### src/rtl/ram_writer.sv
// ram_writer: packs an 8-bit byte stream into 32-bit little-endian words and
// writes them to a word-addressed RAM port starting at a base address.
// Partial words are written with byte-lane enables when the stream is flushed.
module ram_writer #(
  parameter int ADDR_W = 5
) (
  input  logic              clk,
  input  logic              rst,
  input  logic              start,
  input  logic [ADDR_W-1:0] base_addr,
  input  logic [ADDR_W:0]   word_count,
  input  logic              flush,
  input  logic [7:0]        din,
  input  logic              din_valid,
  output logic              din_ready,
  output logic              ram_en,
  output logic [3:0]        ram_we,
  output logic [ADDR_W-1:0] ram_a,
  output logic [31:0]       ram_di,
  output logic              busy,
  output logic              done
);

  typedef enum logic [1:0] {
    S_IDLE  = 2'd0,
    S_FILL  = 2'd1,
    S_WRITE = 2'd2,
    S_DONE  = 2'd3
  } state_t;

  localparam logic [ADDR_W-1:0] ADDR_ONE  = {{(ADDR_W-1){1'b0}}, 1'b1};
  localparam logic [ADDR_W:0]   COUNT_ONE = {{ADDR_W{1'b0}}, 1'b1};

  state_t            r_state;
  state_t            w_next;
  logic [ADDR_W-1:0] r_addr;
  logic [ADDR_W:0]   r_count;
  logic [1:0]        r_lane;
  logic [3:0]        r_mask;
  logic [31:0]       r_data;
  logic              r_flushed;

  logic              w_xfer;
  logic              w_last_word;

  // A byte moves only while filling; din_ready is high for the whole FILL state.
  assign w_xfer      = (r_state == S_FILL) && din_valid;
  // The word being written is the last one the transfer asked for.
  assign w_last_word = (r_count == COUNT_ONE);

  // State register; reset forces IDLE at once so RAM strobes drop immediately.
  always_ff @(posedge clk or posedge rst) begin
    if (rst) begin
      r_state <= S_IDLE;
    end else begin
      r_state <= w_next;
    end
  end

  // Next-state decode.
  always_comb begin
    w_next = r_state;
    case (r_state)
      S_IDLE: begin
        if (start) begin
          w_next = (word_count == '0) ? S_DONE : S_FILL;
        end
      end
      S_FILL: begin
        if (w_xfer && (r_lane == 2'd3)) begin
          w_next = S_WRITE;
        end else if (flush) begin
          // Only bother the RAM if at least one lane holds data.
          w_next = (w_xfer || (r_mask != 4'h0)) ? S_WRITE : S_DONE;
        end
      end
      S_WRITE: begin
        w_next = (w_last_word || r_flushed) ? S_DONE : S_FILL;
      end
      S_DONE: begin
        w_next = S_IDLE;
      end
      default: begin
        w_next = S_IDLE;
      end
    endcase
  end

  // Transfer bookkeeping and word assembly.
  always_ff @(posedge clk or posedge rst) begin
    if (rst) begin
      r_addr    <= '0;
      r_count   <= '0;
      r_lane    <= 2'd0;
      r_mask    <= 4'h0;
      r_data    <= 32'h0;
      r_flushed <= 1'b0;
    end else begin
      case (r_state)
        S_IDLE: begin
          if (start) begin
            r_addr    <= base_addr;
            r_count   <= word_count;
            r_lane    <= 2'd0;
            r_mask    <= 4'h0;
            r_data    <= 32'h0;
            r_flushed <= 1'b0;
          end
        end
        S_FILL: begin
          if (w_xfer) begin
            r_data[{r_lane, 3'b000} +: 8] <= din;
            r_mask[r_lane]                <= 1'b1;
            r_lane                        <= r_lane + 2'd1;
          end
          if (flush) begin
            r_flushed <= 1'b1;
          end
        end
        S_WRITE: begin
          // Clearing the data keeps unfilled lanes of a later partial word at zero.
          r_addr  <= r_addr + ADDR_ONE;
          r_count <= r_count - COUNT_ONE;
          r_lane  <= 2'd0;
          r_mask  <= 4'h0;
          r_data  <= 32'h0;
        end
        default: begin
        end
      endcase
    end
  end

  // Moore outputs decoded from the registered state only.
  always_comb begin
    din_ready = (r_state == S_FILL);
    ram_en    = (r_state == S_WRITE);
    ram_we    = (r_state == S_WRITE) ? r_mask : 4'h0;
    ram_a     = r_addr;
    ram_di    = r_data;
    busy      = (r_state != S_IDLE);
    done      = (r_state == S_DONE);
  end

endmodule

### config.mk
export PLATFORM = sky130hd
export DESIGN_NAME = ram_writer
export DESIGN_NICKNAME = d
export VERILOG_FILES = /design/src/rtl/ram_writer.sv
export SDC_FILE = /design/constraint.sdc
export NUM_CORES = 1
export LEC_CHECK = 0
export ABC_CLOCK_PERIOD_IN_PS = 4000
export CAP_MARGIN = 40
export CORE_MARGIN = 1.5
export CORE_UTILIZATION = 53
export CTS_BUF_LIST = sky130_fd_sc_hd__clkbuf_8 sky130_fd_sc_hd__clkbuf_16
export DETAILED_ROUTE_END_ITERATION = 12
export PLACE_DENSITY = 0.94
export SETUP_SLACK_MARGIN = 0.5
export SYNTH_ARGS = -nofsm -noshare
export SYNTH_HDL_FRONTEND = slang
export SYNTH_SLANG_ARGS = --single-unit
export TNS_END_PERCENT = 10
### constraint.sdc
create_clock -name clk -period 4 [get_ports clk]
set_clock_uncertainty 0.2 [all_clocks]
set_input_delay 0.8 -clock clk [delete_from_list [all_inputs] [get_ports clk]]
set_output_delay 0.8 -clock clk [all_outputs]
set_load 0.02 [all_outputs]
==> metrics.md, run 1 <==
| Metric | Value |
|---|---|
| Synthesized area | `0.00278 mm^2` |
| Vias | `2331` |
| CP Data Required Time | `3.00 ns` |
| Seq/Total Area, Yosys | `46.9%` |
| Actual slew at the worst max-slew pin | `0.585 ns` |
| Row count | `26` |
| DRC Markers | `0` |
| Ys async rst share | `100%` |
| GRT Residual Overflow | `0` |
| H-tree Lvls | `2` |
| Avg Inst Size Synth | `10.6 um^2` |
| CP endpoint kind | `output port` |
| Drt total wl | `6900 um` |
| Arrival @ worst endpoint | `1.91 ns` |
| Clock-pin slew on the worst setup and hold paths | `0.10 ns` |
| Slew margin rel. | `61.0%` |
| Worst Path Max Fanout | `24` |
| Iteration-0 DRC Markers | `255` |
| CP peak stage delay | `0.62 ns` |
| Final hold viol count | `0` |
| Average wire per standard cell | `17.4 um` |
| Routability congestion estimate | `0.852` |
| FF+latch count, synth | `52` |
| Initial antenna violation count | `0` |
| Crit path depth | `4` |
| Ranking of synthesized cells by area | `dfrtp_1 (47%), ha_1 (5.0%), nand3_1 (4.9%)` |
| Mux contribution to synthesized area | `4.33%` |
| Diode count | `0` |
| Remaining antenna violation count | `0` |
| Top FF cell, synth | `dfrtp_1` |
| CTS buffer count | `5` |
| Layout cells sized above 1 | `11.9%` |
| Final setup vio count | `0` |
| Number of global-route vias before repair | `2223` |
| Total clock sinks | `52` |
| First-pass DRT Iterations | `4` |
| Die Area | `0.00568 mm^2` |
| Hold Path Cell Cnt | `2` |
| Final min period | `2.91 ns` |
| Bufs on Longest Clock Path | `2` |
| R2r worst-path depth | `5` |
| Die height | `75.4 um` |
| PortBufs | `68` |
| Cell variety after synth | `48` |
| Cell total after placement | `389` |
| Synth Area in Simple Gates | `15.7%` |
| Clock Root Buffer | `clkbuf_8` |
| Delay-heaviest family, CP | `buffers and inverters` |
| Critical path class | `reg -> out` |
| Synth-to-Final Area Change | `30.4%` |
| Finished Layout Cells | `397` |
| Hold-fix buffers at CTS | `0` |
| First-pass GRT wire length | `11100 um` |
| Outcome | `complete, no violations` |
| Post-CTS Resized | `0` |
| CP max stage cell | `clkdlybuf4s50_1` |
| Core area | `0.00507 mm^2` |
| Power per cell area | `614 mW/mm^2` |
| Nets | `361` |
| Number of setup buffers added after CTS | `0` |
| Initial core utilization | `54.7%` |
| Synth top area share | `46.9%` |
| Peak Freq | `0.344 GHz` |
| Vias per cell | `5.87` |
| Clk Latency, worst-skew pair | `0.31 ns` |
| Gate Count Post-Synth | `262` |
| Compound-Gate Fraction of Synth Area | `21.6%` |
| Final HPWL DP | `5010 um` |
| Setup TNS | `0 ns` |
| Cell taking the most area after synthesis | `dfrtp_1` |
| Worst hold-check path type | `reg -> reg` |
| Worst setup SP type | `flip-flop` |
| Pins Over Slew Limit | `0` |
| Lkg Pwr | `1.59 nW` |
| Maxcap violations | `0` |
| Die X | `75.4 um` |
| Largest net degree at the start of global routing | `41` |
| I/O Pins | `69` |
| CP Cell Sequence | `buf_4, inv_1, nor2_1, clkdlybuf4s50_1` |
| Adder-Cell Fraction of Synth Area | `4.96%` |
| RSZ-0062 raised after global routing | `false` |
| Final period util | `72.7%` |
| Xor and xnor area share after synthesis | `0%` |
| Syn_nets | `297` |
| Peak supply drop | `0.000301 V` |
| Number of synthesized flops with an enable pin | `0` |
| Total GRT Usage | `26.2%` |
| Largest family of logic cells by synthesized area | `compound AO/OA/AOI/OAI gates` |
| Yosys warns | `0` |
| CTS tree | `done` |
| Worst Path Buf+Inv | `3` |
state kept, by name, indices dropped and copies added, names as in the netlist:
signal / flops
r_flushed: 1
r_state: 2
ram_di: 32
r_mask: 4
r_lane: 2
ram_a: 5
r_count: 6
final timing paths:
kind                             from          to  slack (ns)
max reg2reg                 r_lane[0]  ram_di[17]        1.74
min                        ram_di[11]  ram_di[11]        0.31
min reg2reg                ram_di[11]  ram_di[11]        0.31
max                        r_state[0]        done        1.09
max in group asynchronous         rst   ram_di[1]        2.54
min in group asynchronous         rst  r_count[4]        0.55
power breakdown:
group          switching (W)  leakage [nW]  internal (W)
Combinational       0.000630         0.839      0.000431
Clock               0.000174        0.0614      0.000205
Sequential          0.000126         0.691      0.000655
Total               0.000930          1.59       0.00129
cell type report:
class | instances | area [um^2]
sequential | 52 | 1300
multi-input combinational | 172 | 1300
tap | 70 | 87.6
timing repair buffer | 72 | 723
clock buffer | 6 | 82.6
clock inverter | 2 | 38.8
fill | 388 | 1460
inverter | 23 | 86.3
cell usage in the layout, fill, tap and decap left out, types with 4 or more instances in the layout:
cell	netlist	layout
o31ai_2	8	8
o31ai_1	16	16
clkdlybuf4s50_1	0	68
o21ai_0	11	11
and3_1	9	9
inv_1	22	21
clkbuf_8	0	6
a21oi_1	9	9
mux2_4	8	8
o22ai_1	4	4
nand3_1	27	27
and2_1	4	4
ha_1	11	11
nor2_1	7	7
nand2_1	7	7
dfrtp_1	52	52
worst reg2reg max path: stages (launching register included):
cell     delay, ns
dfrtp_1       0.52
inv_1         0.19
ha_1          0.44
nand2_1       0.09
or4_4         0.51
o31ai_2       0.23
Yosys cell counts, drive strengths merged (3+ instances only):
cell and number:
nand2 7, a32oi 3, clkbuf 6, o2bb2ai 3, nand4b 3, inv 22
and3 9, o21ai 11, nor2b 3, nand2b 3, a31oi 3, ha 11
mux2 8, a21oi 12, and2 4, o22ai 4, o31ai 24, nor2 7
nand3 28, dfrtp 52, buf 9
routing by layer:
layer	global-route usage, %	routed length [um]	vias up
li1	-	-	1095
met1	38.0	3090	1148
met2	40.6	3390	80
met3	4.23	331	8
met4	8.53	95	0
met5	0	0	-
cells by family (layout without fill, tap and decap cells):
family | Yosys count | in the layout
flip-flops | 52 | 52
multiplexers | 8 | 8
AND/OR/NAND/NOR | 75 | 75
AO/OA/AOI/OAI | 78 | 78
buffers and inverters | 38 | 103
adder cells (fa/ha/maj) | 11 | 11
per-stage QoR:
stage / instance area, um^2 / setup WS [ns] / util [%] / hold WS (ns) / power, W
after floorplan: 2780 / 1.54 / - / 0.262 / 0.00148
after detailed placement: 3500 / 0.990 / 68.9 / 0.287 / 0.00183
after global routing: 3620 / 0.966 / 71.3 / 0.342 / 0.00235
after global placement: 3480 / 1.06 / 68.5 / 0.284 / 0.00180
after CTS: 3620 / 1.09 / 71.3 / 0.309 / 0.00221
final: 3620 / 1.09 / 71.3 / 0.307 / 0.00222
No activity file was read; power rests on OpenSTA's default activity.
==> run 2: changes to the inputs <==
ABC_CLOCK_PERIOD_IN_PS = 2600   (was 4000)
CORE_UTILIZATION = 45   (was 53)
PLACE_DENSITY = 0.86   (was 0.94)
clock period = 2.6 ns   (was 4 ns; I/O delays follow)
==> metrics.md, run 2 (synthesized netlist as in run 1, its figures left out) <==
| Metric | Value |
|---|---|
| Outcome | `complete, no violations` |
| Lkg Pwr | `1.68 nW (+5.4%)` |
| Peak Freq | `0.466 GHz` |
| Final period util | `82.5%` |
| RSZ-0062 raised after global routing | `true` |
| Iteration-0 DRC Markers | `200 (-22%)` |
| Max FFs per register | `32 (unchanged)` |
| Worst hold-check path type | `in -> async` |
| Setup slack after layout | `0.455 ns (-0.636 ns)` |
| Most common cell after layout, fill and taps aside | `clkdlybuf4s50_1` |
| DRC Markers | `0 (unchanged)` |
| Drt total wl | `7690 um (+11%)` |
| Worst slack at placement | `0.276 ns (-0.714 ns)` |
| Pins Over Slew Limit | `0 (unchanged)` |
| First-pass GRT wire length | `11900 um (+8.0%)` |
| Final hold viol count | `0 (unchanged)` |
| CP endpoint kind | `output port` |
| Vias per cell | `5.98 (+1.8%)` |
| I/O Pins | `69 (unchanged)` |
| Die X | `81.5 um (+8.2%)` |
| Finished Layout Cells | `418 (+5.3%)` |
| PortBufs | `68 (unchanged)` |
| CTS tree | `done` |
| Final HPWL DP | `5410 um (+8.1%)` |
| Worst setup SP type | `flip-flop` |
| Critical path class | `reg -> out` |
| Nets | `377 (+4.4%)` |
| Actual slew at the worst max-slew pin | `0.609 ns (+0.0246 ns)` |
| Number of global-route vias before repair | `2435 (+9.5%)` |
| Setup TNS | `0 ns (unchanged)` |
| Initial core utilization | `46.9% (-7.8 points)` |
| Clk Latency, worst-skew pair | `0.31 ns (about the same)` |
| Routability congestion estimate | `0.800 (-6.0%)` |
| Average wire per standard cell | `18.4 um (+5.9%)` |
| Hold-fix buffers at CTS | `0 (unchanged)` |
| Area of the multi-input gates | `0.00133 mm^2 (+2.2%)` |
| Slew margin rel. | `59.3% (-1.6 points)` |
| Largest net degree at the start of global routing | `36 (-12%)` |
| Remaining antenna violation count | `0 (unchanged)` |
| CP peak stage delay | `0.50 ns (-0.12 ns)` |
| Core area | `0.00592 mm^2 (+17%)` |
| Diode count | `0 (unchanged)` |
| GRT Residual Overflow | `0 (unchanged)` |
| Die height | `81.5 um (+8.2%)` |
| CP Cell Sequence | `nor2b_4, and2_1, dlygate4sd2_1` |
| CP max stage cell | `dfrtp_2` |
| Hold Worst Slack | `0.318 ns (+0.0108 ns)` |
| Commonest cells after routing, fill and taps aside | `clkdlybuf4s50_1 (60), dfrtp_1 (48), nand3_1 (27), inv_1 (20), buf_4 (18)` |
| Number of fill cells in the layout | `453 (+17%)` |
| Clock-pin slew on the worst setup and hold paths | `0.09 ns (about the same)` |
| Final setup vio count | `0 (unchanged)` |
| FF/Latch Area | `0.00131 mm^2 (+0.38%)` |
| Layout cells sized above 1 | `19.0% (+7.0 points)` |
| Synth-to-Final Area Change | `36.2%` |
| Vias | `2498 (+7.2%)` |
| CP Data Required Time | `1.88 ns (-1.12 ns)` |
| Bufs on Longest Clock Path | `2 (unchanged)` |
| Row count | `28 (+7.7%)` |
| Initial antenna violation count | `0 (unchanged)` |
| Final min period | `2.15 ns` |
| Cell total after placement | `401 (+3.1%)` |
| First-pass DRT Iterations | `6 (+2)` |
| H-tree Lvls | `2 (unchanged)` |
| Placement Cell Area | `0.00356 mm^2 (+1.8%)` |
| Clock Root Buffer | `clkbuf_8` |
| Die Area | `0.00665 mm^2 (+17%)` |
| Worst Path Max Fanout | `6 (-75%)` |
| Arrival @ worst endpoint | `1.43 ns (-0.48 ns)` |
| Total GRT Usage | `23.7% (-2.4 points)` |
| Maxcap violations | `0 (unchanged)` |
| Final Instance Area | `0.00378 mm^2 (+4.5%)` |
| CTS buffer count | `5 (unchanged)` |
| Total clock sinks | `52 (unchanged)` |
| Peak supply drop | `0.000427 V (+41%)` |
| Power per cell area | `969 mW/mm^2 (+58%)` |
-- run 2: cell types whose count changed in the layout (fill, tap and decap cells not counted), sizes merged --
cell,before,now
buf,4,20
clkdlybuf4s50,68,60
clkdlybuf4s15,0,4
dlygate4sd2,0,3
clkinvlp,0,2
clkinv,2,1
-- run 2: path summary, 6_finish.rpt --
path	start	endpoint	slack, ns	depth (start not counted)
hold reg to reg	r_mask[0]	r_mask[0]	0.32	2
setup reg to reg	r_state[1]	ram_di[11]	0.47	7
hold / removal	rst	r_count[4]	0.32	2
min in group clk	r_mask[0]	r_mask[0]	0.32	2
setup / recovery	r_state[0]	ram_we[3]	0.45	3
max in group asynchronous	rst	r_state[1]	1.35	3
-- run 2: layout make-up --
cell class                      instances  share of cell area (%)
Clock buffer                            5                    1.82
Clock inverter                          3                    1.13
Inverter                               23                    2.48
Multi-Input combinational cell        172                    35.1
Sequential cell                        52                    34.5
Tap cell                               75                    2.48
Timing Repair Buffer                   88                    22.4
-- run 2: worst max-delay path: cells and delay by family (launching register included) --
family / cells / cell delay, ns
and+or+nand+nor: 2 / 0.30
DFF: 1 / 0.50
buffers and inverters: 1 / 0.32
-- run 2: what timing repair did --
item,in CTS,in global routing
setup buffers,4,5
endpoints found under the setup margin,27,42
gates resized for setup,13,13
gates cloned,0,0
-- run 2: per-stage QoR --
stage	total power [W]	util, %
after floorplan	0.00228	-
after global placement	0.00283	60.1
after detailed placement	0.00290	60.1
after CTS	0.00351	62.7
after global routing	0.00386	63.9
final	0.00367	63.9
-- run 2: per-layer routing --
metal  GRT usage, %  up-vias  wire [um]
met1           29.1     1223       3150
li1               -     1129          -
met2           39.3      116       3880
met3           4.56       30        431
met4           13.1        0        237
met5              0        -          0
-- run 2: report_power, final --
group / leakage [nW] / internal, W / switching, W
Combinational: 0.932 / 0.000812 / 0.00106
Clock: 0.0599 / 0.000287 / 0.000273
Sequential: 0.686 / 0.00101 / 0.000219
==> RTL change, RTL diff (settings of run 2) <==
Reset style: synchronous (`rst`), changed in 2 clocked blocks.
--- a/src/rtl/ram_writer.sv
+++ b/src/rtl/ram_writer.sv
@@ -51,3 +51,3 @@
   // State register; reset forces IDLE at once so RAM strobes drop immediately.
-  always_ff @(posedge clk or posedge rst) begin
+  always_ff @(posedge clk) begin
     if (rst) begin
@@ -89,3 +89,3 @@
   // Transfer bookkeeping and word assembly.
-  always_ff @(posedge clk or posedge rst) begin
+  always_ff @(posedge clk) begin
     if (rst) begin
Check against the original RTL: differs if rst is asserted again (counterexample within 4 cycles, from zero or initial values and one cycle with rst high); with rst held inactive, the same outputs for 10 cycles.
==> RTL change against run 2 <==
  * Synthesized cell count is 13% higher
  * Wire length is 10% lower
  * Critical path type unchanged
  * Register-to-register slack worse by 0.02 ns
  * Via count is 1.6% lower
  * Worst setup slack worse by 0.12 ns
  * Global-route usage is 2.1 points lower
  * First-iteration DRC count is 28% lower
  * Die area is 7.8% lower
  * Final area is 8.6% lower
  * Sequential cell count stayed put
  * Non-clock buffer count is 4 lower
  * Synthesized area is 8.1% lower
Power is not compared: it rests on default switching activity, and its combinational part moved more than twofold at a synthesized area within 25%.
==> RTL change: results (changes against run 2) <==
[status]
status=finished, final reports clean

[logic_synthesis]
ys_types=47  ; -2.1%
ys_seq_area_share_pct=40.8  ; -6.1 points
synth_area_leaders=dfxtp_1, nand2b_1, nand3_1
yosys-top-cells-count=dfxtp_1, nand3_1, nand2b_1
async_flop_share_pct=0  ; -100 points
synth.net_count=331  ; +11%

[setup_path]
r2r_end=ram_di[15]$_SDFFE_PP0P_
ff2ff_setup_slack_ns=0.45  ; -0.02 ns
slowest_stage=clkdlybuf4s50_1
cpPeakStageDelay_ns=0.62  ; +0.12 ns
cp-startpoint=r_state[0]$_SDFFE_PP0P_
critPathArrivalTime_ns=1.54  ; +0.11 ns
endpoint=ram_en
worstPathMaxFanout=9  ; +3
r2r-start=r_lane[0]$_SDFFE_PP0P_
crit_family=buffers and inverters

[final_layout]
largest_reg_flops=32  ; unchanged
nFillCells=449  ; -0.88%
nets=405  ; +7.4%
drive_gt1_share_pct=11.9  ; -7.1 points

[power]
seqPwrFrac_pct=47.3

[detailed_routing]
vias_per_cell=5.55  ; -7.2%
dr.pass1.iters=4  ; -2
wl_per_cell_um=15.6  ; -15%

[global_route]
grt_pass1_vias=2152  ; -12%
groute.usage.overall_pct=21.6  ; -2.1 points
grt_max_degree=30  ; -17%
grt_pass1_wl_um=10500  ; -12%

[sta]
maxSlewHeadroom_pct=64.9  ; +5.6 points

[placement]
gp_congestion=0.826  ; +3.3%
hpwl_um=4800  ; -11%

[clock_tree]
clockRootBuffer=clkbuf_8

[min_path]
min_path_type=flip-flop to flip-flop

[RTL change: tightest hold or removal path: cells and delay by family (launching register included)]
| kind | cells | cell delay, ns |
|---|---|---|
| simple gates | 1 | 0.05 |
| flops | 1 | 0.32 |
| compound gates | 1 | 0.05 |
[RTL change: cell families (layout without fill, tap and decap cells)]
logic type,after synthesis,in the layout,share of synthesized area [%]
adder cells (fa/ha/maj),11,11,5.40
multiplexers,3,3,1.28
flip-flops,52,52,40.8
AO/OA/AOI/OAI,78,78,19.4
AND/OR/NAND/NOR,122,122,27.3
XOR/XNOR,2,2,0.687
buffers and inverters,28,103,5.10
[RTL change: area by class of cell]
type                       instances  area share [%]
tap                               72            2.61
clock buffer                       6            2.39
inverter                          11            1.19
clock inverter                     2           0.398
timing repair buffer              84            23.2
multi-input combinational        216            39.9
sequential                        52            30.3
[RTL change: metrics by stage]
step / area [um^2] / cells / hold WS [ns] / util, % / setup WS (ns)
after floorplan: 2550 / 296 / 0.262 / - / 0.649
after global placement: 3300 / 428 / 0.239 / 60.3 / 0.376
after detailed placement: 3300 / 428 / 0.244 / 60.3 / 0.274
after CTS: 3390 / 436 / 0.265 / 62.0 / 0.262
after global routing: 3460 / 443 / 0.290 / 63.2 / 0.272
final: 3460 / 443 / 0.264 / 63.2 / 0.339
[RTL change: metal layers]
layer  global-route usage (%)  vias up  wire length [um]
met3                     2.67       11               358
met5                        0        -                 0
li1                         -     1194                 -
met4                     8.21        0               117
met1                     27.2     1182              2860
met2                     37.6       70              3570
[RTL change: timing repair]
item,in CTS,in global routing
endpoints found under the setup margin,32,41
setup buffers,0,7
gates resized for setup,9,6
pin swaps,0,2
